[src/rtl/character_pkg.sv]
// Shared types and constants for the per-character action/motion controller.
package character_pkg;

    typedef enum logic [2:0] {
        IDLE    = 3'd0,
        WALK_L  = 3'd1,
        WALK_R  = 3'd2,
        ATTACK  = 3'd3,
        RECOVER = 3'd4,
        DEFEND  = 3'd5
    } state_t;

    localparam int unsigned SCREEN_W = 640;
    localparam int unsigned SPRITE_W = 64;

    // One walking step in either direction, clamped to [lo, hi] without wrapping.
    function automatic logic [9:0] step_sat(input logic [9:0] pos, input logic [9:0] step,
                                            input logic [9:0] lo, input logic [9:0] hi,
                                            input logic dir_right);
        logic [10:0] sum;
        sum = {1'b0, pos} + {1'b0, step};
        if (dir_right) begin
            if (sum > {1'b0, hi}) begin
                step_sat = hi;
            end else begin
                step_sat = sum[9:0];
            end
        end else begin
            if ({1'b0, pos} < ({1'b0, lo} + {1'b0, step})) begin
                step_sat = lo;
            end else begin
                step_sat = pos - step;
            end
        end
    endfunction

endpackage

[src/rtl/frame_tick_gen.sv]
// Synchronises the asynchronous frame strobe and emits a one-clock pulse per rising edge.
module frame_tick_gen (
    input  logic clk,
    input  logic reset,
    input  logic frame_clk,
    output logic frame_tick
);

    logic sync1_r;
    logic sync2_r;
    logic prev_r;
    logic tick_r;

    // Two-flop synchroniser followed by a registered rising-edge detector.
    always_ff @(posedge clk) begin
        if (reset) begin
            sync1_r <= 1'b0;
            sync2_r <= 1'b0;
            prev_r  <= 1'b0;
            tick_r  <= 1'b0;
        end else begin
            sync1_r <= frame_clk;
            sync2_r <= sync1_r;
            prev_r  <= sync2_r;
            tick_r  <= sync2_r & ~prev_r;
        end
    end

    assign frame_tick = tick_r;

endmodule

[src/rtl/character_fsm.sv]
// Per-character action/motion controller, advanced once per video frame.
// Optional DEFEND state is enabled by defining CHARACTER_DEFENSE_EN.
module character_fsm
    import character_pkg::*;
#(
    parameter logic [9:0] X_INIT         = 10'd160,
    parameter logic [9:0] X_MIN          = 10'd0,
    parameter logic [9:0] X_MAX          = 10'(SCREEN_W - SPRITE_W),
    parameter logic [9:0] STEP           = 10'd4,
    parameter logic [3:0] ATTACK_FRAMES  = 4'd8,
    parameter logic [3:0] HIT_FRAME      = 4'd3,
    parameter logic [3:0] RECOVER_FRAMES = 4'd6,
    parameter logic       FACE_INIT      = 1'b1
) (
    input  logic       Clk,
    input  logic       Reset,
    input  logic       frame_clk,
    input  logic       move_l,
    input  logic       move_r,
    input  logic       attack,
    input  logic       defense,
    output logic [9:0] pos_x,
    output logic       facing,
    output logic [2:0] state,
    output logic [2:0] anim_frame,
    output logic       hit_active,
    output logic       blocking
);

    logic       tick_s;
    logic       defense_en_s;

    state_t     state_r;
    state_t     state_n;
    logic [9:0] pos_r;
    logic [9:0] pos_n;
    logic       facing_r;
    logic       facing_n;
    logic [3:0] cnt_r;
    logic [3:0] cnt_n;
    logic       armed_r;
    logic       armed_n;
    logic [2:0] anim_r;
    logic [2:0] anim_n;
    logic       hit_r;
    logic       hit_n;
    logic       block_r;
    logic       block_n;
    logic       decide_s;

    frame_tick_gen u_tick (
        .clk        (Clk),
        .reset      (Reset),
        .frame_clk  (frame_clk),
        .frame_tick (tick_s)
    );

`ifdef CHARACTER_DEFENSE_EN
    assign defense_en_s = defense;
`else
    logic defense_unused_s;
    assign defense_unused_s = defense;
    assign defense_en_s     = 1'b0;
`endif

    // Next-frame values; only committed on a frame tick.
    always_comb begin
        state_n  = state_r;
        pos_n    = pos_r;
        facing_n = facing_r;
        cnt_n    = cnt_r;
        armed_n  = attack ? armed_r : 1'b1;
        decide_s = 1'b0;

        case (state_r)
            ATTACK: begin
                if (cnt_r == (ATTACK_FRAMES - 4'd1)) begin
                    state_n = RECOVER;
                    cnt_n   = 4'd0;
                end else begin
                    cnt_n = cnt_r + 4'd1;
                end
            end
            RECOVER: begin
                if (cnt_r == (RECOVER_FRAMES - 4'd1)) begin
                    decide_s = 1'b1;
                end else begin
                    cnt_n = cnt_r + 4'd1;
                end
            end
            default: decide_s = 1'b1;
        endcase

        // Decision table: attack beats defense beats a single held direction.
        if (decide_s) begin
            if (attack && armed_r) begin
                state_n = ATTACK;
                cnt_n   = 4'd0;
                armed_n = 1'b0;
            end else if (defense_en_s) begin
                state_n = DEFEND;
            end else if (move_l && !move_r) begin
                state_n  = WALK_L;
                facing_n = 1'b0;
                pos_n    = step_sat(pos_r, STEP, X_MIN, X_MAX, 1'b0);
            end else if (move_r && !move_l) begin
                state_n  = WALK_R;
                facing_n = 1'b1;
                pos_n    = step_sat(pos_r, STEP, X_MIN, X_MAX, 1'b1);
            end else begin
                state_n = IDLE;
            end
        end else begin
            state_n = state_n;
        end

        case (state_n)
            WALK_L, WALK_R: anim_n = (state_n == state_r) ? {1'b0, anim_r[1:0] + 2'd1} : 3'd0;
            ATTACK:         anim_n = cnt_n[2:0];
            default:        anim_n = 3'd0;
        endcase

        hit_n = (state_n == ATTACK) && (cnt_n >= HIT_FRAME);
`ifdef CHARACTER_DEFENSE_EN
        block_n = (state_n == DEFEND);
`else
        block_n = 1'b0;
`endif
    end

    // Frame-rate state register; reset overrides a coincident tick.
    always_ff @(posedge Clk) begin
        if (Reset) begin
            state_r  <= IDLE;
            pos_r    <= X_INIT;
            facing_r <= FACE_INIT;
            cnt_r    <= 4'd0;
            armed_r  <= 1'b1;
            anim_r   <= 3'd0;
            hit_r    <= 1'b0;
            block_r  <= 1'b0;
        end else if (tick_s) begin
            state_r  <= state_n;
            pos_r    <= pos_n;
            facing_r <= facing_n;
            cnt_r    <= cnt_n;
            armed_r  <= armed_n;
            anim_r   <= anim_n;
            hit_r    <= hit_n;
            block_r  <= block_n;
        end
    end

    assign pos_x      = pos_r;
    assign facing     = facing_r;
    assign state      = state_r;
    assign anim_frame = anim_r;
    assign hit_active = hit_r;
    assign blocking   = block_r;

endmodule

[config.mk]
export PLATFORM = sky130hd
export DESIGN_NAME = character_fsm
export DESIGN_NICKNAME = d
export VERILOG_FILES = /design/src/rtl/character_pkg.sv /design/src/rtl/frame_tick_gen.sv /design/src/rtl/character_fsm.sv
export SDC_FILE = /design/constraint.sdc
export NUM_CORES = 1
export LEC_CHECK = 0
export ABC_CLOCK_PERIOD_IN_PS = 5000
export BUFFER_PORTS_ARGS = -buffer_cell sky130_fd_sc_hd__buf_2
export CAP_MARGIN = 10
export CORE_ASPECT_RATIO = 1.25
export CORE_MARGIN = 2
export CORE_UTILIZATION = 46
export DETAILED_ROUTE_END_ITERATION = 7
export PLACE_DENSITY = 0.78
export SETUP_SLACK_MARGIN = 0.3
export SYNTH_ARGS = -nofsm -noshare
export SYNTH_HDL_FRONTEND = slang
export SYNTH_HIERARCHICAL = 1
export SYNTH_SLANG_ARGS = --single-unit
[constraint.sdc]
create_clock -name Clk -period 5 [get_ports Clk]
set_input_delay 0.25 -clock Clk [delete_from_list [all_inputs] [get_ports Clk]]
set_output_delay 0.25 -clock Clk [all_outputs]
set_load 0.03 [all_outputs]
After elaboration in Yosys (flattened, before gate mapping)
Cells that the tools add are included.

Register bits: 27. Input port bits: 7. Word-level logic and storage cells: 62.

$add $sub $neg: 4. $lt $le $gt $ge: 3. Equal/unequal tests: 8. Multiplexer cells: 24. Bitwise gates (word level): 3. Reduce and logical (&&, ||, !) cells: 9.

Operator list (number): 10-bit two-way mux (4); 4-bit two-way mux (4); 10-bit by 3-bit adder with 11-bit output (second input constant) (1); 11-bit by 10-bit greater-than comparator with 1-bit output (second input constant) (1); 10-bit by 3-bit < comparator with 1-bit output (second input constant) (1); 10-bit by 3-bit subtractor with 10-bit output (second input constant) (1); 3-bit by 2-bit equality test with 1-bit output (second input constant) (3); 3-bit two-way mux (3); 4-bit by 3-bit equality test with 1-bit output (second input constant) (2); 2-bit two-way mux (4); 4-bit one-hot mux with 2 select lines (1); 1-bit two-way mux (6); 3-bit one-hot mux with 2 select lines (1); 4-bit by 1-bit adder with 4-bit output (second input constant) (1); 4-bit by 2-bit >= comparator with 1-bit output (second input constant) (1); 1-bit logical AND (4); 4-bit AND reduction (1); 3-bit by 1-bit equality test with 1-bit output (second input constant) (1); 3-bit equality test (1); 3-bit equality test (second input constant) (1); 2-bit by 1-bit adder with 2-bit output (second input constant) (1); 1-bit logical NOT (2); 1-bit inverter (2); 1-bit one-hot mux with 2 select lines (1); 3 further kinds (3).

Longest topological paths before layout
Word-level depth: 9. Mapped depth: 9. Mapped depth without buffers: 8.

Hierarchy
The synthesis kept the hierarchy.

By module, submodules not included: character_fsm (instances 1, cells an instance 215, area each 1651.6 um^2, sequential area each 420.4 um^2); frame_tick_gen (instances 1, cells an instance 8, area each 111.4 um^2, sequential area each 80.1 um^2).

Worst setup path before layout
OpenSTA, ideal clock, no wires.

Kind: register to register. From: reg pos_r[3], in the netlist pos_x[3]. To: reg pos_r[6], in the netlist pos_x[6]. Library setup time: 74 ps. Data arrival time: 2325 ps. Path slack: 2601 ps. Stages on the path, launching flop included: 9. Cell sequence: dfxtp_1 ha_1 clkbuf_1 xnor2_1 nand4_1 a221oi_2 nor3_2 or4_1 a31oi_1.

Cells in the longest elaborated chain, start to end: 5.

Ends and longest elaborated chain: start: declaration (RTL line character_fsm.sv:35) `logic [9:0] pos_r;`; start signal: assignment (RTL line character_fsm.sv:144) `pos_r <= pos_n;`; 10-bit by 3-bit adder with 11-bit output (RTL line character_pkg.sv:21) `sum = {1'b0, pos} + {1'b0, step};`; 11-bit by 10-bit greater-than comparator with 1-bit output (RTL line character_pkg.sv:23) `if (sum > {1'b0, hi}) begin`; 10-bit two-way mux (RTL line character_pkg.sv:23); 10-bit two-way mux (RTL line character_fsm.sv:106) `end else if (move_r && !move_l) begin`; 10-bit two-way mux (*) (RTL line character_fsm.sv:102) `end else if (move_l && !move_r) begin`.

Every way passes the cells marked *; elsewhere a longest branch is shown, timed or not. The select of a mux whose other input is x is not followed. A chain may end at the register's enable or synchronous reset.

Worst setup path after layout
From: reg cnt_r[0]. To: reg pos_r[6], in the netlist pos_x[6].

Cells in the longest elaborated chain, start to end: 4.

Ends and longest elaborated chain: start: declaration (RTL line character_fsm.sv:39) `logic [3:0] cnt_r;`; start signal: assignment (RTL line character_fsm.sv:146) `cnt_r <= cnt_n;`; 4-bit by 3-bit equality test with 1-bit output (RTL line character_fsm.sv:85) `if (cnt_r == (RECOVER_FRAMES - 4'd1)) begin`; 1-bit two-way mux (RTL line character_fsm.sv:85); 1-bit one-hot mux with 2 select lines (RTL line character_fsm.sv:75) `case (state_r)`; 4-bit AND reduction (no source line).

No other way between the ends.

==> flow_summary.json <==
{
  "grt_pass1_wl_um": 6380,
  "drt.antenna.violating_nets": 0,
  "proportion_of_synthesized_chip_area_in_sequential_cells_pct": 28.4,
  "port_buffers": 21,
  "crit_path_max_fanout": 14,
  "worstRegToRegCells": 6,
  "timing.hold.ws_ns": 0.188,
  "power.combinational.fraction_pct": 9.5,
  "timing.hold.worst.class": "primary input to flip-flop",
  "synthesis.area_mm2": 0.00176,
  "fin_skew_ns": 0.00461,
  "remaining_drc_errors": 0,
  "maxSlewViolCount": 0,
  "power_density_mw_per_mm2": 195,
  "postCtsSetupBuffers": 0,
  "yosys.cell_count.top_type": "nand2_1",
  "finalWirelength_um": 3800,
  "timing.fmax_mhz": 380,
  "crit_path_end_kind": "flip-flop",
  "worstPathArrival_ns": 2.84,
  "top_post_synthesis_cells_by_count": "26 x nand2_1, 25 x dfxtp_1, 15 x nor2_1, 13 x o21ai_0, 11 x a31oi_1",
  "power_frac_seq_pct": 56.3,
  "post-synth-top-area-cell": "dfxtp_1",
  "cts-buffers-inserted": 3,
  "yosys.area.top_type_share_pct": 28.4,
  "die-width_um": 59.4,
  "avgViaCountPerCell": 6.17,
  "detailedPlace.worstSlack_ns": 2.39,
  "grt_pass1_vias": 1428,
  "max-cap-violations": 0,
  "cell_internal_pwr_uw": 269,
  "final_critical_period_ns": 2.63,
  "numClockSinks": 25,
  "finalSetupViolations": 0,
  "drt_iter0_markers": 131,
  "clkTransAtPathRegs_ns": 0.09,
  "design.final.nets": 246,
  "initial_core_util_pct": 47.4,
  "area_growth_pct": 6.60,
  "ys_types": 67,
  "swShare_pct": 26.3,
  "clock_tree.htree_level_count": 1,
  "die_height_um": 73.2,
  "layout_worst_path_cycle_share_pct": 52.7,
  "start_kind": "flip-flop",
  "place.gp.congestion": 0.858,
  "grt_antenna_before_repair": 0,
  "multi_input_comb_area_mm2": 0.00114,
  "flip_flop_and_latch_count_after_synthesis": 25,
  "post_cts.resized_instances": 0,
  "static-leakage-power_uw": 0.000703,
  "post_detailed_placement_half_perimeter_wirelength_um": 2780,
  "min-delay-start": "frame_clk",
  "cts_buffer_depth": 2,
  "rows": 25,
  "insertion_delay_ns": 0.27,
  "power_switching_uw": 96.2,
  "die_area_mm2": 0.00435,
  "r2r_start": "cnt_r[0]",
  "n_antenna_cell": 0,
  "r2r_setup_slack_ns": 2.37,
  "yosys_warnings": 6,
  "io-pin-count": 26,
  "setup_crit_start": "cnt_r[0]",
  "max_slew_margin_pct": 62.8,
  "rsz0062_at_grt": "no",
  "endpoint": "pos_x[6]",
  "ys_dominant_reg_cell": "dfxtp_1",
  "synthArstFlopShare_pct": 0,
  "globalRouteTotalUtil_pct": 18.5,
  "clock_tree_from_tritoncts": "done",
  "drt_first_pass_iters": 4,
  "layout.core_utilization_pct": 50.5,
  "yosys-top-cells-area": "dfxtp_1 28%, nand2_1 5.5%, ha_1 4.3%",
  "fin_ws_ns": 2.37,
  "grt_start_max_net_pins": 25,
  "final.setup.tns_ns": 0,
  "routedWlPerCell_um": 14.0,
  "avgSynthCellArea_um2": 7.91,
  "fillCellCount": 369,
  "layout.area.seq_um2": 500,
  "worst_pin_slew_ns": 0.559,
  "cts.root.buffer_cell": "clkbuf_8",
  "critPathKind": "flip-flop to flip-flop",
  "regToRegEndpoint": "pos_x[6]",
  "grt-ovfl-total": 0,
  "holdBufCountCts": 0,
  "synth_edf_count": 0,
  "status": "finished, final reports clean",
  "fp.coreArea_mm2": 0.00372,
  "vdd_drop_max_mv": 0.0787,
  "clkPwrFrac_pct": 34.2,
  "worst-endpoint-required_ns": 5.20,
  "finalHoldViolations": 0,
  "netlist_instances": 223,
  "overall_via_count_from_detail_route": 1677,
  "layout-drive-gt1-share_pct": 16.8
}
-- per-layer routing --
metal | part of all wire (%) | global-route usage [%] | wire length [um]
met1 | 44 | 22.6 | 1670
met2 | 52 | 33.1 | 1960
met3 | 3.4 | 2.84 | 130
met4 | 0.95 | 4.55 | 36
met5 | 0 | 0 | 0
-- layout make-up --
| type | count | share of cell area, % |
|---|---|---|
| multi-input cells | 172 | 60.5 |
| flip-flops and latches | 25 | 26.6 |
| repair buffers | 21 | 5.59 |
| well taps | 40 | 2.66 |
| clock buffers | 3 | 2.20 |
| inverters | 10 | 2.00 |
| clock inverters | 1 | 0.399 |
-- cell families after synthesis --
family / synth area share (%)
AND/OR/NAND/NOR: 28.2
flip-flops: 28.4
AO/OA/AOI/OAI: 28.3
multiplexers: 0.639
other: 0.213
buffers and inverters: 7.52
XOR/XNOR: 2.48
adder cells (fa/ha/maj): 4.26
-- worst min path at each step --
stage                        endpoint  slack [ns]  depth (start not counted)
floorplan           u_tick/frame_tick        0.32                          1
global placement    u_tick/frame_tick        0.39                          1
detailed placement  u_tick/frame_tick        0.40                          1
CTS                    u_tick/sync1_r        0.19                          2
global route           u_tick/sync1_r        0.19                          2
finish                 u_tick/sync1_r        0.19                          2
-- registers in the layout, summed over array words and instances, names as in the netlist --
register	count
anim_frame	3
armed_r	1
cnt_r	4
facing	1
hit_active	1
pos_x	8
state	3
u_tick/frame_tick	1
u_tick/prev_r	1
u_tick/sync1_r	1
u_tick/sync2_r	1
-- metrics by stage --
step	cells	power (uW)	area, um^2
after floorplan	225	238	1770
after global placement	268	245	1830
after detailed placement	268	245	1830
after CTS	272	369	1880
after global routing	272	379	1880
final	272	366	1880
-- placed cells by master (no fill, tap or decap), types with 2 or more instances in the layout --
cell type and count:
nand2_1 26, dfxtp_1 25, buf_2 21, nor2_1 15
o21ai_0 13, a31oi_1 11, inv_1 10, a21oi_1 7
ha_1 6, nand3b_1 5, nand3_1 5, nor2b_1 5
nand2b_1 4, nor3_1 4, nor3b_1 3, nand4_1 3
xor2_1 3, a2bb2oi_1 3, a311oi_1 3, conb_1 3
clkbuf_8 3, nor3b_2 2, or2_2 2, a22oi_1 2
and3_1 2, xnor2_1 2, o211a_1 2, and2_1 2
o2111ai_1 2, o211ai_1 2, o21a_1 2
-- power by group through the flow --
stage / sequential [uW] / clock (uW) / combinational, uW
2_1_floorplan: 211 / 0 / 27.5
3_3_place_gp: 210 / 0 / 34.3
3_5_place_dp: 211 / 0 / 34.9
4_1_cts: 206 / 128 / 34.9
5_1_grt: 206 / 134 / 38.3
6_report: 206 / 125 / 34.7
-- worst max-delay path, cell delays in order (launching register included) --
cell and delay (ns):
dfxtp_1 0.49, ha_1 0.20, nand3b_1 0.12, a21oi_2 0.44, or3b_1 0.59, or4_1 0.56, a31oi_1 0.17
(Power assumes the default switching activity.)
